==> config.mk <==
export PLATFORM = sky130hd
export DESIGN_NAME = viterbi_decision_out
export DESIGN_NICKNAME = d
export VERILOG_FILES = /design/src/rtl/viterbi_decision_out.sv
export SDC_FILE = /design/constraint.sdc
export NUM_CORES = 1
export LEC_CHECK = 0
export ABC_CLOCK_PERIOD_IN_PS = 5200
export CAP_MARGIN = 30
export CORE_ASPECT_RATIO = 1.4
export CORE_MARGIN = 3
export CORE_UTILIZATION = 50
export DETAILED_ROUTE_END_ITERATION = 12
export HOLD_SLACK_MARGIN = 0.15
export PLACE_DENSITY = 0.75
export SYNTH_ARGS = -nofsm -noshare
export SYNTH_HDL_FRONTEND = slang
export SYNTH_SLANG_ARGS = --single-unit
==> constraint.sdc <==
create_clock -name clk -period 5.2 [get_ports clk]
set_clock_uncertainty 0.2 [all_clocks]
set_input_delay 1.04 -clock clk [delete_from_list [all_inputs] [get_ports clk]]
set_output_delay 1.04 -clock clk [all_outputs]
set_load 0.01 [all_outputs]
==> src/rtl/viterbi_decision_out.sv <==
// viterbi_decision_out
// Final decision stage of the Viterbi decoder. Captures the four path metrics
// and survivor words when the ACS chain completes a frame, picks the survivor
// with the smallest metric, queues the decoded byte in a small output FIFO
// with a valid/ready handshake, and pulses renew to clear the ACS pipeline.

module viterbi_decision_out #(
    parameter int         FIFO_DEPTH = 4,
    parameter logic [2:0] FINAL_PTR  = 3'd0
) (
    input  logic        clk,
    input  logic        rst_n,
    input  logic        valid_in,
    input  logic [2:0]  write_pointer_in,
    input  logic [3:0]  metric_00,
    input  logic [3:0]  metric_01,
    input  logic [3:0]  metric_10,
    input  logic [3:0]  metric_11,
    input  logic [7:0]  path_00,
    input  logic [7:0]  path_01,
    input  logic [7:0]  path_10,
    input  logic [7:0]  path_11,
    output logic        renew,
    output logic [7:0]  data_out,
    output logic [3:0]  metric_out,
    output logic [1:0]  state_out,
    output logic        data_valid,
    input  logic        data_ready,
    output logic [15:0] frame_count,
    output logic        overflow
);

    localparam int AW = $clog2(FIFO_DEPTH);
    localparam int CW = AW + 1;

    typedef enum logic [1:0] {
        S_WAIT,
        S_SELECT,
        S_RENEW
    } state_t;

    typedef struct packed {
        logic [7:0] data;
        logic [3:0] metric;
        logic [1:0] state;
    } entry_t;

    state_t        state;
    logic [3:0]    cap_metric [4];
    logic [7:0]    cap_path   [4];

    logic [3:0]    best_metric;
    logic [1:0]    best_state;

    entry_t        mem [FIFO_DEPTH];
    logic [AW-1:0] wr_ptr;
    logic [AW-1:0] rd_ptr;
    logic [CW-1:0] count;

    logic          pop;
    logic          push_ok;
    logic          frame_seen;

    assign frame_seen = valid_in && (write_pointer_in == FINAL_PTR);
    assign data_valid = (count != '0);
    assign pop        = data_valid && data_ready;
    // A full FIFO still accepts the push when the head leaves in the same cycle.
    assign push_ok    = (state == S_SELECT) && ((count < CW'(FIFO_DEPTH)) || pop);

    // Minimum-metric search over the captured metrics; strict compare keeps the lowest index on ties.
    always_comb begin
        // NOTE: every always_comb output gets a default first so no path can infer a latch.
        best_metric = cap_metric[0];
        best_state  = 2'd0;
        for (int i = 1; i < 4; i++) begin
            if (cap_metric[i] < best_metric) begin
                best_metric = cap_metric[i];
                best_state  = 2'(i);
            end
        end
    end

    // Frame FSM: capture, select/push, renew pulse, plus frame counter and sticky overflow.
    always_ff @(posedge clk or negedge rst_n) begin
        // NOTE: sequential state uses non-blocking assignments so every flop samples pre-edge values.
        if (!rst_n) begin
            state       <= S_WAIT;
            renew       <= 1'b0;
            frame_count <= '0;
            overflow    <= 1'b0;
            for (int i = 0; i < 4; i++) begin
                cap_metric[i] <= '0;
                cap_path[i]   <= '0;
            end
        end else begin
            case (state)
                S_WAIT: begin
                    renew <= 1'b0;
                    if (frame_seen) begin
                        cap_metric[0] <= metric_00;
                        cap_metric[1] <= metric_01;
                        cap_metric[2] <= metric_10;
                        cap_metric[3] <= metric_11;
                        cap_path[0]   <= path_00;
                        cap_path[1]   <= path_01;
                        cap_path[2]   <= path_10;
                        cap_path[3]   <= path_11;
                        state         <= S_SELECT;
                    end
                end
                S_SELECT: begin
                    if (push_ok) begin
                        frame_count <= frame_count + 16'd1;
                    end else begin
                        overflow <= 1'b1;
                    end
                    renew <= 1'b1;
                    state <= S_RENEW;
                end
                S_RENEW: begin
                    renew <= 1'b0;
                    state <= S_WAIT;
                end
                default: begin
                    renew <= 1'b0;
                    state <= S_WAIT;
                end
            endcase
        end
    end

    // FIFO pointers and occupancy; pointers wrap naturally at the power-of-two depth.
    always_ff @(posedge clk or negedge rst_n) begin
        if (!rst_n) begin
            wr_ptr <= '0;
            rd_ptr <= '0;
            count  <= '0;
        end else begin
            if (push_ok) begin
                wr_ptr <= wr_ptr + AW'(1);
            end
            if (pop) begin
                rd_ptr <= rd_ptr + AW'(1);
            end
            case ({push_ok, pop})
                2'b10:   count <= count + CW'(1);
                2'b01:   count <= count - CW'(1);
                default: count <= count;
            endcase
        end
    end

    // FIFO storage write; the winning survivor is taken straight from the select logic.
    always_ff @(posedge clk) begin
        // NOTE: the storage array has no reset; empty entries are never visible because the head is gated by data_valid.
        if (push_ok) begin
            mem[wr_ptr] <= '{data: cap_path[best_state], metric: best_metric, state: best_state};
        end
    end

    assign data_out   = data_valid ? mem[rd_ptr].data   : 8'd0;
    assign metric_out = data_valid ? mem[rd_ptr].metric : 4'd0;
    assign state_out  = data_valid ? mem[rd_ptr].state  : 2'd0;

endmodule

==> insert_results.sql <==
INSERT INTO impl_metrics (metric_group, metric, value, unit) VALUES
('outcome', 'outcome', 'finished clean', ''),
('global_route', 'grt_first_pass_wirelength', '19700', 'µm'),
('synth', 'main_combinational_cell_family_by_area_after_synthesis', 'simple AND/OR/NAND/NOR gates', ''),
('synth', 'post_synthesis_simple_gate_area_fraction', '0.163', ''),
('clock_tree', 'insertion_delay', '0.41', 'ns'),
('clock_tree', 'worst_setup_hold_path_clk_slew', '0.06', 'ns'),
('timing', 'max_slew_margin', '0.365', ''),
('synth', 'netlist_instances', '490', ''),
('floorplanning', 'die-height', '134', 'µm'),
('synth', 'synth-edff-count', '56', ''),
('synth', 'synth-seq-cells', '131', ''),
('route', 'routed_via_density', '5.16', ''),
('synth', 'post_synth_fa_ha_maj_area_fraction', '0.0397', ''),
('route', 'ant_nets', '0', ''),
('min_path', 'hold_path.class', 'in2async', ''),
('route', 'vias', '3816', ''),
('critical_path', 'cpPeakStageDelay', '0.54', 'ns'),
('route', 'finalWirelength', '11600', 'µm'),
('floorplanning', 'core_area', '11400', 'µm²'),
('floorplanning', 'rows', '46', ''),
('critical_path', 'crit_slowest_cell', 'sky130_fd_sc_hd__a221o_2', ''),
('cells_and_area', 'insertedDiodeCount', '0', ''),
('clock_tree', 'cts.sink_count', '131', ''),
('route', 'wl_per_cell', '15.8', 'µm'),
('pwr', 'worst_ir_drop_vdd', '0.299', 'mV'),
('cells_and_area', 'num-fill-cells', '880', ''),
('global_route', 'grt_overflow_total', '0', ''),
('clock_tree', 'post_cts.resized_instances', '0', ''),
('synth', 'muxShareOfSynthArea', '0.0920', ''),
('cells_and_area', 'final_layout_size_suffix_gt1_frac', '0.114', ''),
('timing', 'setup_viol', '0', ''),
('placed_design', 'port_buffers', '87', ''),
('synth', 'synthesis.yosys.warnings', '0', ''),
('cells_and_area', 'net_total_in_the_final_layout', '655', ''),
('route', 'route.detailed.drc', '0', ''),
('timing', 'rsz_0062_raised_after_global_routing', 'no', ''),
('synth', 'parity_gate_share_of_the_synthesized_area_counting_xor_and_xnor_cells', '0.0314', ''),
('global_route', 'gr-usage-all-layers', '0.191', ''),
('route', 'iteration_0_drc_count_of_the_detailed_router', '187', ''),
('timing', 'min_period_over_period', '0.908', ''),
('clock_tree', 'post-cts-setup-buffers', '0', ''),
('synth', 'yosysUniqueCellTypes', '46', ''),
('timing', 'final.setup.worst_slack', '0.478', 'ns'),
('critical_path', 'critical_path_sink_type', 'register', ''),
('critical_path', 'crit_path_max_fanout', '24', ''),
('timing', 'max_freq', '0.212', 'GHz'),
('clock_tree', 'clock_tree.root_cell', 'sky130_fd_sc_hd__clkbuf_16', ''),
('floorplanning', 'die-width', '97.5', 'µm'),
('clock_tree', 'ctsHoldBuffers', '0', ''),
('global_route', 'maximum_number_of_pins_on_one_net_before_global_route_repair', '76', ''),
('clock_tree', 'cts_tree', 'done', ''),
('route', 'drt_first_pass_iters', '4', ''),
('floorplanning', 'floorplan.initialDensity', '0.514', ''),
('pwr', 'areal_power_density_over_the_cells', '503', 'nW/µm²'),
('cells_and_area', 'fin_area', '7430', 'µm²'),
('clock_tree', 'clock_tree.buffer_depth', '2', ''),
('synth', 'syn-cell-area', '5860', 'µm²'),
('synth', 'synthArstFlopShare', '0.573', ''),
('cells_and_area', 'mostFrequentLayoutCell', 'sky130_fd_sc_hd__nand2_1', ''),
('critical_path', 'cp_cell_sequence', 'ha_1, or3b_1, a221o_2, mux2i_1, ha_1, inv_1, o311a_1, o31a_1, ha_1, o21a_1, o21a_1, o22ai_2, buf_4, o21ai_1', ''),
('placed_design', 'dp_hpwl', '8010', 'µm'),
('timing', 'report.final.slew_viol_count', '0', ''),
('pwr', 'total_leakage_power', '3.19', 'nW'),
('timing', 'min_period', '4.72', 'ns'),
('global_route', 'grt_antenna_before_repair', '0', ''),
('synth', 'postSynthAreaPerCell', '12.0', 'µm²'),
('timing', 'final_hold_viol_count', '0', ''),
('critical_path', 'reg2reg_depth', '14', ''),
('synth', 'synth_ff_type', 'sky130_fd_sc_hd__dfrtp_1', ''),
('floorplanning', 'floorplan.io_pins', '88', ''),
('timing', 'least_margin_pin_slew', '0.947', 'ns');
[flip-flops by register name, indices dropped and copies added (netlist names)]
name	flops
renew	1
count	3
frame_count	16
rd_ptr	2
wr_ptr	2
cap_metric	16
state	2
mem	56
overflow	1
cap_path	32
[power breakdown]
part / total (W) / internal (W) / switching (W)
combinational: 0.00119 / 0.000612 / 0.000580
clock: 0.00111 / 0.000693 / 0.000417
sequential: 0.00143 / 0.00130 / 0.000130
total: 0.00373 / 0.00261 / 0.00113
[metrics by stage]
stage               hold WS, ns  instances
global route              0.200        739
floorplan                 0.226        490
detailed placement        0.248        705
global placement          0.243        705
finish                    0.218        739
CTS                       0.257        737
[final cells by class]
cell class                      instances  area [µm²]  area share
Sequential cell                       131        3560       0.479
Multi-Input combinational cell        325        2150       0.289
Timing Repair Buffer                   92         933       0.126
Clock buffer                           19         433      0.0583
Tap cell                              144         180      0.0243
Clock inverter                         13         118      0.0158
Inverter                               15        56.3     0.00758
[final timing paths]
check | from | endpoint | slack (ns)
max | cap_metric[9] | mem[0][6] | 0.48
min in group clk | state[1] | state[1] | 0.26
max in group asynchronous | rst_n | cap_metric[1] | 4.03
max reg2reg | cap_metric[9] | mem[0][6] | 0.48
min reg2reg | state[1] | state[1] | 0.26
min | rst_n | count[0] | 0.22
[critical path, delay by kind of cell, from the launching register on]
family                   cells  cell delay [ns]
flip-flops                   1             0.41
AO/OA/AOI/OAI                7             2.04
multiplexers                 1             0.21
buffers and inverters        2             0.37
adder cells (fa/ha/maj)      3             0.85
AND/OR/NAND/NOR              1             0.36
[synth_stat cells (2+ instances only)]
cell,count
sky130_fd_sc_hd__o21a_1,2
sky130_fd_sc_hd__nor2_1,7
sky130_fd_sc_hd__a21oi_1,2
sky130_fd_sc_hd__edfxtp_1,56
sky130_fd_sc_hd__nand3_1,4
sky130_fd_sc_hd__xnor2_1,11
sky130_fd_sc_hd__o21ai_0,9
sky130_fd_sc_hd__mux4_2,14
sky130_fd_sc_hd__o21ai_2,9
sky130_fd_sc_hd__clkbuf_1,15
sky130_fd_sc_hd__and3_1,3
sky130_fd_sc_hd__buf_6,3
sky130_fd_sc_hd__inv_1,14
sky130_fd_sc_hd__nand2_1,165
sky130_fd_sc_hd__nor3_1,4
sky130_fd_sc_hd__nand2b_1,2
sky130_fd_sc_hd__dfrtp_1,75
sky130_fd_sc_hd__o21ai_1,2
sky130_fd_sc_hd__mux2i_1,10
sky130_fd_sc_hd__nor2b_1,4
sky130_fd_sc_hd__o31a_1,2
sky130_fd_sc_hd__ha_1,17
sky130_fd_sc_hd__xor2_1,10
sky130_fd_sc_hd__mux2_2,8
sky130_fd_sc_hd__nor4_1,2
sky130_fd_sc_hd__and2_1,20
[cell families after synthesis]
group           Yosys count
compound gates           32
mux                      34
buf+inv                  34
fa+ha+maj                18
flops                   131
xor+xnor                 21
simple gates            220
[routing by layer]
metal	vias to the layer above	part of all wire	global-route usage
met1	1880	0.42	0.232
met3	14	0.034	0.0489
li1	1845	-	-
met5	-	0	0
met4	0	0.016	0.0631
met2	77	0.53	0.332
Power figures use the tool's default switching activity.
